`src/rtl/des_pkg.sv`:
```
// Shared DES definitions: E-expansion table, datapath typedefs, S-box group helper.
`timescale 1ns/1ps
package des_pkg;

    typedef logic [31:0] des_half_t;
    typedef logic [47:0] des_subkey_t;
    typedef logic [3:0]  des_round_t;

    // One beat held by the output (and skid) register.
    typedef struct packed {
        des_subkey_t mix;
        des_half_t   l;
        des_round_t  round;
    } des_beat_t;

    // E-table: entry i (0-based) is the DES R bit (1..32) feeding E output bit i+1.
    localparam logic [5:0] E_TABLE [48] = '{
        6'd32, 6'd1,  6'd2,  6'd3,  6'd4,  6'd5,
        6'd4,  6'd5,  6'd6,  6'd7,  6'd8,  6'd9,
        6'd8,  6'd9,  6'd10, 6'd11, 6'd12, 6'd13,
        6'd12, 6'd13, 6'd14, 6'd15, 6'd16, 6'd17,
        6'd16, 6'd17, 6'd18, 6'd19, 6'd20, 6'd21,
        6'd20, 6'd21, 6'd22, 6'd23, 6'd24, 6'd25,
        6'd24, 6'd25, 6'd26, 6'd27, 6'd28, 6'd29,
        6'd28, 6'd29, 6'd30, 6'd31, 6'd32, 6'd1
    };

    // 6-bit group g (1..8) of a subkey-wide word; group 1 is the MSBs and feeds S1.
    function automatic logic [5:0] des_group(input des_subkey_t k, input logic [3:0] g);
        des_subkey_t sh;
        sh = k >> (48 - 6 * int'(g));
        return sh[5:0];
    endfunction

endpackage

```
`src/rtl/des_expand.sv`:
```
// Combinational DES E-expansion, 32 -> 48 bits, DES MSB-first bit numbering.
`timescale 1ns/1ps
module des_expand
    import des_pkg::*;
(
    input  des_half_t   r,
    output des_subkey_t e
);

    // Each E output bit is a pure wire from the R bit named in E_TABLE.
    for (genvar i = 0; i < 48; i++) begin : g_e
        localparam int SRC = 32 - int'(E_TABLE[i]);
        assign e[47 - i] = r[SRC];
    end

endmodule

```
`src/rtl/des_expand_mix.sv`:
```
// Registered E-expansion + subkey XOR stage with valid/ready handshake.
// Optional skid buffer enabled by macro DES_EXPAND_MIX_SKID_EN.
// Handshake: a beat moves when valid && ready on the same rising edge; valid
// never drops and data never changes while waiting for ready.
`timescale 1ns/1ps
module des_expand_mix
    import des_pkg::*;
(
    input  logic        clk,
    input  logic        rst,
    input  logic        in_valid,
    output logic        in_ready,
    input  logic [31:0] in_r,
    input  logic [31:0] in_l,
    input  logic [47:0] in_key,
    input  logic [3:0]  in_round,
    output logic        out_valid,
    input  logic        out_ready,
    output logic [47:0] out_mix,
    output logic [31:0] out_l,
    output logic [3:0]  out_round
);

    des_subkey_t e_w;
    des_beat_t   in_beat;
    des_beat_t   out_q, out_d;
    logic        out_valid_q, out_valid_d;
    logic        accept;
    logic        consume;

    des_expand u_expand (
        .r (in_r),
        .e (e_w)
    );

    assign in_beat = '{mix: e_w ^ in_key, l: in_l, round: in_round};
    assign consume = out_valid_q && out_ready;

`ifdef DES_EXPAND_MIX_SKID_EN
    des_beat_t skid_q, skid_d;
    logic      skid_full_q, skid_full_d;
    logic      in_ready_q, in_ready_d;

    assign accept   = in_valid && in_ready_q;
    assign in_ready = in_ready_q;

    // Output/skid steering: skid always drains into the output before any newer beat.
    always_comb begin
        out_d       = out_q;
        out_valid_d = out_valid_q;
        skid_d      = skid_q;
        skid_full_d = skid_full_q;
        if (!out_valid_q || consume) begin
            if (skid_full_q) begin
                out_d       = skid_q;
                out_valid_d = 1'b1;
                skid_full_d = accept;
                if (accept) begin
                    skid_d = in_beat;
                end
            end else if (accept) begin
                out_d       = in_beat;
                out_valid_d = 1'b1;
            end else begin
                out_valid_d = 1'b0;
            end
        end else if (accept) begin
            skid_d      = in_beat;
            skid_full_d = 1'b1;
        end
        in_ready_d = !skid_full_d;
    end

    // Skid register and registered ready.
    always_ff @(posedge clk or posedge rst) begin
        if (rst) begin
            skid_q      <= '0;
            skid_full_q <= 1'b0;
            in_ready_q  <= 1'b1;
        end else begin
            skid_q      <= skid_d;
            skid_full_q <= skid_full_d;
            in_ready_q  <= in_ready_d;
        end
    end
`else
    assign in_ready = !out_valid_q || out_ready;
    assign accept   = in_valid && in_ready;

    // Single output register: load on accept, clear valid when consumed with nothing new.
    always_comb begin
        out_d       = out_q;
        out_valid_d = out_valid_q;
        if (accept) begin
            out_d       = in_beat;
            out_valid_d = 1'b1;
        end else if (consume) begin
            out_valid_d = 1'b0;
        end
    end
`endif

    // Output register.
    always_ff @(posedge clk or posedge rst) begin
        if (rst) begin
            out_q       <= '0;
            out_valid_q <= 1'b0;
        end else begin
            out_q       <= out_d;
            out_valid_q <= out_valid_d;
        end
    end

    assign out_valid = out_valid_q;
    assign out_mix   = out_q.mix;
    assign out_l     = out_q.l;
    assign out_round = out_q.round;

endmodule
```
`config.mk`:
```
export PLATFORM = sky130hd
export DESIGN_NAME = des_expand_mix
export DESIGN_NICKNAME = d
export VERILOG_FILES = /design/src/rtl/des_pkg.sv /design/src/rtl/des_expand.sv /design/src/rtl/des_expand_mix.sv
export SDC_FILE = /design/constraint.sdc
export NUM_CORES = 1
export LEC_CHECK = 0
export BUFFER_PORTS_ARGS = -buffer_cell sky130_fd_sc_hd__buf_2
export CAP_MARGIN = 25
export CORE_AREA = 2 2 109 111
export CTS_BUF_LIST = sky130_fd_sc_hd__clkbuf_4
export DETAILED_ROUTE_END_ITERATION = 16
export DIE_AREA = 0 0 111 113
export GPL_TIMING_DRIVEN = 0
export HOLD_SLACK_MARGIN = 0.06
export PLACE_DENSITY = 0.66
export SLEW_MARGIN = 15
export SYNTH_ARGS = -nofsm -noshare
export SYNTH_HDL_FRONTEND = slang
export SYNTH_SLANG_ARGS = --single-unit
export TNS_END_PERCENT = 100
```
`constraint.sdc`:
```
create_clock -name clk -period 2.74 [get_ports clk]
set_input_delay 0.274 -clock clk [delete_from_list [all_inputs] [get_ports clk]]
set_output_delay 0.274 -clock clk [all_outputs]
set_load 0.02 [all_outputs]
```
After elaboration in Yosys (flattened, before gate mapping):

Index checks and enable logic that the tools add are counted.

* multiplexer cells: 2
* bitwise gates (word level): 1
* reduce and logical (&&, ||, !) cells: 5

Operators by type and width (number)
* $xor 48x48->48: 1
* $logic_and 1x1->1: 2
* $mux 1: 2
* $reduce_bool 2->1: 1
* $logic_not 1->1: 1
* $logic_or 1x1->1: 1

* bits in registers: 85
* input bits: 120

Logic depth before layout (Yosys ltp):

Gate-level depths: netlist of run 1.

* depth in word-level cells: 4
* gate-level depth with buffers: 5

Cells and area by module:

From an unflattened synthesis of run 1, not the netlist that was laid out.

* cell total of the unflattened synthesis: 278
* area total of the unflattened synthesis: 4259.1 um^2

By module, submodules not included
* des_expand_mix: times used 1, cells each 230, area each 3898.7 um^2
* des_expand: times used 1, cells each 48, area each 360.3 um^2

Worst setup path after synthesis of run 1:

Ideal clock, no wire load.

* kind: register to register
* start point: register out_valid_q, in the netlist out_valid
* end point: register out_q (netlist bit out_l[0])
* setup time: 125 ps
* arrival time: 1292 ps
* required time: 2615 ps
* path slack: 1323 ps
* cell stages (with the launch flop): 6
* buffers on the path: 2
* clock period less this slack: 1417 ps
* cell sequence: dfrtp_1 nand2b_4 nand2_4 buf_8 buf_12 mux2_4

* longest elaborated chain between the ends: 3

RTL lines
* start: declaration: RTL line des_expand_mix.sv:27 `logic out_valid_q, out_valid_d;`
* start signal: assignment: RTL line des_expand_mix.sv:110 `out_valid_q <= out_valid_d;`
* $logic_not 1->1: RTL line des_expand_mix.sv:87 `assign in_ready = !out_valid_q || out_ready;`
* $logic_or 1x1->1: RTL line des_expand_mix.sv:87
* named net in_ready: RTL line des_expand_mix.sv:12 `output logic in_ready,`
* $logic_and 1x1->1: RTL line des_expand_mix.sv:88 `assign accept = in_valid && in_ready;`
* end signal: assignment: RTL line des_expand_mix.sv:109 `out_q <= out_d;`
* end: declaration: RTL line des_expand_mix.sv:26 `des_beat_t out_q, out_d;`

The timed path passes the listed nets, and every way through them passes these cells.
A chain may end at the register's enable or synchronous reset.

Final worst setup path of run 1:

* start point: register out_valid_q, in the netlist out_valid
* end point: output in_ready

* longest elaborated chain between the ends: 2

RTL lines (RTL line)
* $logic_not 1->1: des_expand_mix.sv:87
* $logic_or 1x1->1: des_expand_mix.sv:87
* end: declaration: des_expand_mix.sv:12

Every way passes these cells.

==> flow_summary.yaml, run 1 <==
route:
  via_per_inst: 4.31
  vias: 2713
  ant_nets: 0
  wl_per_cell_um: 13.8
  drc: 0
  routed_wl_um: 8700
  drtIter0Drc: 69
  dr.pass1.iters: 4
setup_path:
  cp_data_arrival_time_ns: 1.11
  path_cells: "nand2b_4 > buf_2"
  critPathCaptureType: "output port"
  path_class: "reg2out"
  critPathRequiredTime_ns: 2.47
  start_kind: "flip-flop"
  cp_max_fo: 3
  slowest_stage: "dfrtp_1"
  max_stage_delay_ns: 0.44
die:
  die_h_um: 113
  start_util_pct: 34.6
  core_area_um2: 11300
  rows: 39
  io_pins: 206
  die_x_um: 111
  die-area_um2: 12500
logic_synthesis:
  synth.top_cells.by_count: "85 x dfrtp_1, 60 x mux2_4, 48 x xor2_1"
  synth_flop_cell: "dfrtp_1"
  synth_area_leaders: "dfrtp_1 55%, mux2_4 23%, xor2_1 11%"
  synth_most_common_cell: "dfrtp_1"
  synthArstFlopShare_pct: 100
  ys_ff_latch: 85
  ys_types: 11
  syn_avg_cell_area_um2: 17.0
  synth-edff-count: 0
  yosysSeqAreaShare_pct: 54.6
  yosysTopAreaCell: "dfrtp_1"
  netlist_instances: 230
  yosysTopAreaCellShare_pct: 54.6
  ys.warnings.count: 0
  syn-cell-area_um2: 3900
  synth_nets: 350
min_path:
  holdCritPathClass: "in2reg"
place:
  place_area_um2: 5130
  place.gp.congestion: 0.774
  dp_hpwl_um: 6250
  port_buffers: 205
power_and_ir_drop:
  netSwitchingPower_uw: 1090
  clockPowerShare_pct: 20.0
  peakVddDrop_uv: 268
  power.internal_uw: 2330
  sw_frac_of_total_pct: 31.9
  fin_total_pwr_uw: 3430
  powerDensity_nw_per_um2: 610
  power.leakage_uw: 0.00295
  seq_power_share_pct: 46.4
  combPwrFrac_pct: 33.7
timing:
  drv_slew: 0
  hold_viol_final: 0
  slew-limit-headroom_pct: 63.9
  finClkSkew_ns: 0.0160
  fin_tns_setup_ns: 0
  setup_viol_count_final: 0
  rsz0062_at_grt: "false"
  fin_crit_sh_pct: 50.5
  worst_pin_slew_ns: 0.542
  fmax_mhz: 722
  finalCriticalPeriod_ns: 1.39
clock_network:
  clk_path_buf_depth: 2
  cts_max_level: 3
  clock_latency_ns: 0.42
  clk_pin_slew_ns: 0.11
  cts.sinks: 85
  cts_buffers: 9
  cts_tree: "built"
  cts_setup_buffers: 0
  cts_root_buffer: "clkbuf_4"
grt:
  grt_max_degree: 44
  grt_use_total_pct: 14.2
  antenna_found_initial: 0
  overflow: 0
  grt_pass1_wl_um: 14300
  grt_pass1_vias: 2937
finish:
  antennaDiodeCount: 0
  final_net_count: 603
  final_area_um2: 5610
  syn_to_final_growth_pct: 44.0
  drive_gt1_share_pct: 64.9
flow_run:
  drv_cap: 0
run_status:
  status: "complete, no violations"
worst paths after layout:
check,startpoint,endpoint,slack [ns],cells after the start
worst max-delay path,out_valid,in_ready,1.35,2
worst min-delay path,in_l[16],out_l[16],0.11,2
worst max register to register,out_valid,out_mix[7],1.38,5
worst min register to register,out_l[27],out_l[27],0.51,1
max in group asynchronous,rst,out_mix[16],1.68,4
min in group asynchronous,rst,out_mix[38],0.43,3
registers in the layout (all words and copies together) (netlist names):
signal and count:
out_mix 48, out_l 32, out_round 4, out_valid 1
layer usage:
layer  up-vias  routed length [µm]  global-route usage, %
met5         -                   0                      0
li1       1282                   -                      -
met2       126                4330                   23.7
met4         0                 258                   7.50
met1      1285                3580                   17.5
met3        20                 541                   3.00
repair_timing:
item / CTS / global route
hold buffers: 35 / 1
endpoints found under the setup margin: 0 / 0
hold endpoints to repair: 76 / 1
gates resized for setup: 0 / 0
critical path: cells and delay by family (launching register included):
kind / cells / cell delay (ns)
buffers and inverters: 1 / 0.16
AND/OR/NAND/NOR: 1 / 0.10
flip-flops: 1 / 0.44
final cells by class:
type                            count  area [µm²]
Buffer                              9         145
Clock buffer                       10        75.1
Clock inverter                      5        52.6
Fill cell                         998        5660
Inverter                            1        6.26
Multi-Input combinational cell    135        1620
Sequential cell                    85        2130
Tap cell                          143         179
Timing Repair Buffer              242        1410
layout by cell type, fill, tap and decap left out:
cell and instances:
buf_2 207, dfrtp_1 85, mux2_4 60, xor2_1 48, dlygate4sd3_1 36, mux2_2 24
clkbuf_4 10, buf_12 7, clkinv_2 2, nand2b_4 1, nand2_4 1, buf_8 1
inv_4 1, nand2b_1 1, clkinv_1 1, clkinv_4 1, bufinv_16 1
power by group through the flow:
stage | combinational, µW | clock, µW | sequential (µW)
floorplan | 442 | 0 | 1880
global placement | 1110 | 0 | 1600
detailed placement | 1130 | 0 | 1610
CTS | 1170 | 727 | 1590
global route | 1230 | 788 | 1620
finish | 1150 | 685 | 1590
stage by stage:
stage	setup slack, ns	cells	hold WS, ns	util [%]
floorplan	0.273	230	0.382	-
global placement	-0.687	578	0.483	45.3
detailed placement	1.33	579	0.368	45.5
CTS	1.30	629	0.0623	49.7
global route	1.27	630	0.0633	49.8
finish	1.35	630	0.111	49.8
cell families after synthesis:
group,count (synthesis),share of synthesized area [%]
xor+xnor,48,10.8
mux,84,30.0
buf+inv,10,3.82
flops,85,54.6
simple gates,3,0.802
No activity file was read; power rests on OpenSTA's default activity.
==> run 2, diff against run 1 <==
PLACE_DENSITY = 0.68   (was 0.66)
clock period = 1.2 ns   (was 2.74 ns; I/O delays follow)
==> run 2 against run 1 <==
Compared with the run above: the flow now finishes with violations (setup timing); die area unchanged; critical path depth increased by 3; count of clock-buffer cells in the layout increased by 1; worst setup slack got worse by 1.5 ns; register-to-register slack got worse by 1.5 ns; total power increased by 130%; sequential cell count unchanged; first-iteration DRC count increased by 54%.
==> flow_summary.yaml, run 2 (synthesis gave the netlist of run 1 again) <==
die:
  die-area_um2: 12500
  core_area_um2: 11300
  start_util_pct: 34.6
  io_pins: 206
  die_x_um: 111
  rows: 39
  die_h_um: 113
clock_network:
  clk_path_buf_depth: 2
  cts_tree: "built"
  cts.sinks: 85
  cts_buffers: 9
  cts_root_buffer: "clkbuf_4"
  clock_latency_ns: 0.42
  clk_pin_slew_ns: 0.13
  cts_max_level: 3
timing:
  hold_viol_final: 0
  finalCriticalPeriod_ns: 1.32
  worst_pin_slew_ns: 0.525
  rsz0062_at_grt: "true"
  setup_viol_count_final: 84
  hold_ws_ns: 0.0880
  fin_ws_ns: -0.115
  slew-limit-headroom_pct: 64.9
  finClkSkew_ns: 0.0150
  fin_tns_setup_ns: -6.85
  fmax_mhz: 760
  drv_slew: 0
  fin_crit_sh_pct: 110
finish:
  final_common_cell: "buf_2"
  largest_register_ffs: 48
  drive_gt1_share_pct: 63.0
  multi_input_area_um2: 1620
  fin_util_pct: 52.6
  syn_to_final_growth_pct: 52.1
  register_area_um2: 2130
  fill_cells: 928
  final_net_count: 635
  fin_cells: 663
  mostFrequentLayoutCells: "204 x buf_2, 84 x dfrtp_1, 60 x mux2_4"
route:
  ant_nets: 0
  met3WireLength_um: 554
  wl_met1_um: 3780
  wl_met2_um: 5070
  drtIter0Drc: 106
  top_layer_used: "met4"
  drc: 0
  wl_per_cell_um: 14.5
  routed_wl_um: 9590
  vias: 2858
  dr.pass1.iters: 4
  via_per_inst: 4.31
grt:
  overflow: 0
  grt_pass1_wl_um: 15500
  antenna_found_initial: 1
  grt_use_total_pct: 15.5
  grt_max_degree: 35
  grt_pass1_vias: 3202
setup_path:
  critPathCaptureType: "flip-flop"
  cp_max_fo: 10
  r2r_slack_ns: -0.12
  r2r_cells: 5
  cp_data_arrival_time_ns: 1.62
  timing.rr.end: "out_round[3]"
  start_kind: "flip-flop"
  path_class: "reg2reg"
  critPathRequiredTime_ns: 1.51
  r2r_start: "out_valid"
run_status:
  violations: "setup timing"
  status: "finished with violations"
place:
  port_buffers: 205
  dp.cells: 580
  place.gp.congestion: 0.772
  dp_hpwl_um: 6440
power_and_ir_drop:
  power.leakage_uw: 0.00309
  powerDensity_nw_per_um2: 1320
  peakVddDrop_uv: 724
min_path:
  hp-start: "in_key[26]"
  holdCritPathClass: "in2reg"
  hold-path-endpoint: "out_mix[26]"
  whs_path_depth: 3
flow_run:
  drv_cap: 0
run 2: cell types whose count changed in the layout (fill, tap and decap cells not counted), sizes merged, moves of 2 or more:
cell / before / now
dlygate4sd3: 36 / 59
buf: 215 / 223
clkbuf: 10 / 12
clkinvlp: 0 / 2
run 2: area by class of cell:
cell class / count / area share [%]
inverter: 1 / 0.127
tap: 143 / 3.02
buffer: 9 / 2.57
multi-input combinational: 135 / 27.4
clock inverter: 4 / 0.443
timing repair buffer: 274 / 29.2
sequential: 85 / 35.9
antenna: 1 / 0.0422
clock buffer: 11 / 1.39
run 2: stage by stage:
step | power (µW) | area, µm² | setup WS (ns)
3_3_place_gp | 6210 | 5110 | -0.647
3_5_place_dp | 6260 | 5150 | -0.0972
4_1_cts | 7870 | 5830 | -0.125
6_report | 7830 | 5930 | -0.115
2_1_floorplan | 5320 | 3910 | -0.149
5_1_grt | 8300 | 5930 | -0.137
run 2: routing by layer:
layer | up-vias | GRT usage [%]
met4 | 0 | 5.58
met1 | 1372 | 17.8
li1 | 1348 | -
met2 | 123 | 28.0
met5 | - | 0
met3 | 15 | 4.02
run 2: power breakdown:
group	switching (µW)	leakage, µW	total, µW	internal (µW)
clock network	939	0.0000627	1400	460
logic	1350	0.00203	2800	1450
registers	267	0.000993	3630	3360
total	2560	0.00309	7830	5270
run 2: worst max-delay path, stage by stage (launching register included):
cell and delay, ns:
dfrtp_2 0.44, nand2b_4 0.10, nand2_4 0.06, buf_12 0.15
buf_12 0.15, mux2_4 0.30
run 2: repair_timing:
item	CTS	global route
cloned	0	0
endpoints found under the setup margin	81	90
hold buffers	56	3
gates resized for setup	0	5
hold endpoints to repair	71	4
buffers inserted	1	7
run 2: worst max path at each step:
stage          cells after the start            to      start  slack [ns]
2_1_floorplan                      5      out_l[0]  out_valid       -0.15
3_3_place_gp                       2     out_valid        rst       -0.65
3_5_place_dp                       5      out_l[3]  out_valid        -0.1
4_1_cts                            5   out_mix[35]  out_valid       -0.12
5_1_grt                            5   out_mix[35]  out_valid       -0.14
6_report                           5  out_round[3]  out_valid       -0.12
==> run 3, diff against run 2 <==
CTS_CLUSTER_SIZE = 8   (was not set)
REMOVE_ABC_BUFFERS = 1   (was not set)
==> run 3 against run 2 <==
Compared with the run above: clock power decreased by 3%; cell count rose by 6.6%; clock skew is 0.0088 ns lower; the run still ends with setup timing left; non-clock buffer count is 37 higher; total power grew 3.6%; largest cell class is now non-clock buffers; global-route usage rose by 2.9 points; utilization up 4.6 points; combinational power up 11%; final area grew 8.7%.
==> flow_summary.yaml, run 3 (synthesis gave the netlist of run 1 again) <==
timing:
  slew-limit-headroom_pct: 52.8
  fin_crit_sh_pct: 115
  rsz0062_at_grt: "true"
  finalCriticalPeriod_ns: 1.37
  drv_slew: 0
  fin_ws_ns: -0.174
  fmax_mhz: 728
  setup_viol_count_final: 86
  hold_viol_final: 0
  finClkSkew_ns: 0.00616
  hold_ws_ns: 0.106
  worst_pin_slew_ns: 0.709
route:
  routed_wl_um: 11400
  dr.pass1.iters: 4
  wl_per_cell_um: 16.2
  drc: 0
  via_per_inst: 4.35
  ant_nets: 0
  vias: 3076
  drtIter0Drc: 62
min_path:
  holdCritPathClass: "in2reg"
run_status:
  violations: "setup timing"
  status: "finished with violations"
finish:
  fin_util_pct: 57.2
  fill_cells: 893
  antennaDiodeCount: 0
  drive_gt1_share_pct: 58.7
  largest_register_ffs: 48
  syn_to_final_growth_pct: 65.4
  final_common_cell: "buf_2"
  mostFrequentLayoutCells: "191 x buf_2, 97 x dlygate4sd3_1, 85 x dfrtp_1"
  final_net_count: 679
clock_network:
  clk_path_buf_depth: 2
  cts_buffers: 9
  clk_pin_slew_ns: 0.13
  cts_root_buffer: "clkbuf_4"
  clock_latency_ns: 0.43
  cts_tree: "built"
  cts.sinks: 85
  cts_max_level: 3
die:
  die_x_um: 111
  start_util_pct: 34.6
  core_area_um2: 11300
  rows: 39
  die_h_um: 113
  io_pins: 206
  die-area_um2: 12500
grt:
  grt_pass1_wl_um: 17600
  grt_pass1_vias: 3453
  overflow: 0
  grt_use_total_pct: 18.3
  antenna_found_initial: 0
  grt_max_degree: 51
setup_path:
  path_class: "reg2reg"
  r2r_slack_ns: -0.17
  critPathCaptureType: "flip-flop"
  max_stage_delay_ns: 0.44
  crit_buf_inv: 1
  slowest_stage: "dfrtp_1"
  critPathRequiredTime_ns: 1.52
  cp_top_family: "flip-flops"
  start_kind: "flip-flop"
  path_cells: "nand2b_4 > buf_12 > nand2_4 > mux2_2"
  cp_data_arrival_time_ns: 1.70
  cp_max_fo: 10
power_and_ir_drop:
  powerDensity_nw_per_um2: 1260
  peakVddDrop_uv: 755
  power.leakage_uw: 0.00330
place:
  port_buffers: 205
  dp_hpwl_um: 6050
  place.gp.congestion: 0.759
flow_run:
  drv_cap: 0
[run 3: changes by cell type in the layout (fill, tap and decap cells not counted), moves of 2 or more]
cell           change
buf_4              +7
clkinv_1           +2
buf_2             -13
clkinv_2           +3
nand2_8            +7
dlygate4sd3_1     +38
clkinvlp_4         -2
buf_6             +12
clkbuf_4           -3
buf_12             -8
[run 3: layout make-up]
cell class              instances  area [µm²]  area share [%]
repair buffers                320        2270            35.2
flip-flops and latches         85        2130            33.0
multi-input cells             142        1770            27.4
well taps                     143         179            2.77
clock buffers                   9        67.6            1.05
clock inverters                 7        32.5           0.504
inverters                       1        6.26          0.0970
[run 3: worst paths after layout]
path,startpoint,end,cells after the start
worst max-delay path,out_valid,out_l[22],4
worst min-delay path,in_key[40],out_mix[40],3
worst max register to register,out_valid,out_l[22],4
worst min register to register,out_l[8],out_l[8],1
max in group asynchronous,rst,out_l[25],4
min in group asynchronous,rst,out_l[2],3
[run 3: through the flow]
stage / setup slack, ns / setup TNS (ns) / power (µW) / instances / instance area, µm²
after floorplan: -1.11 / -156.51 / 5260 / 221 / 3750
after global placement: -2.15 / -250.30 / 6140 / 569 / 4960
after detailed placement: -0.482 / -36.04 / 6200 / 570 / 5000
after CTS: -0.172 / -12.30 / 7960 / 693 / 6230
after global routing: -0.199 / -14.63 / 8570 / 707 / 6450
final: -0.174 / -12.56 / 8110 / 707 / 6450
[run 3: per-layer routing]
layer | wire length, µm | up-vias | global-route usage [%]
met5 | 0 | - | 0
met4 | 242 | 0 | 7.50
met3 | 647 | 19 | 4.55
met2 | 6010 | 126 | 32.8
met1 | 4520 | 1480 | 21.1
li1 | - | 1451 | -
[run 3: worst register-to-register path: cells and delay by family (launching register included)]
kind | cells | cell delay, ns
multiplexers | 1 | 0.38
buffers and inverters | 1 | 0.17
AND/OR/NAND/NOR | 2 | 0.29
flip-flops | 1 | 0.44
[run 3: timing repair]
action | 4_1_cts | 5_1_grt
setup buffers | 3 | 13
gates resized for setup | 7 | 28
setup endpoints to repair | 87 | 108
hold buffers | 97 | 0
pin swaps | 2 | 0
endpoints found under the hold margin | 109 | 0
gates cloned | 7 | 1
[run 3: where the power goes]
| part | total [µW] | internal (µW) | switching [µW] | leakage, µW |
|---|---|---|---|---|
| Combinational | 3110 | 1640 | 1460 | 0.00224 |
| Sequential | 3650 | 3360 | 284 | 0.000993 |
| Clock | 1360 | 396 | 962 | 0.0000641 |
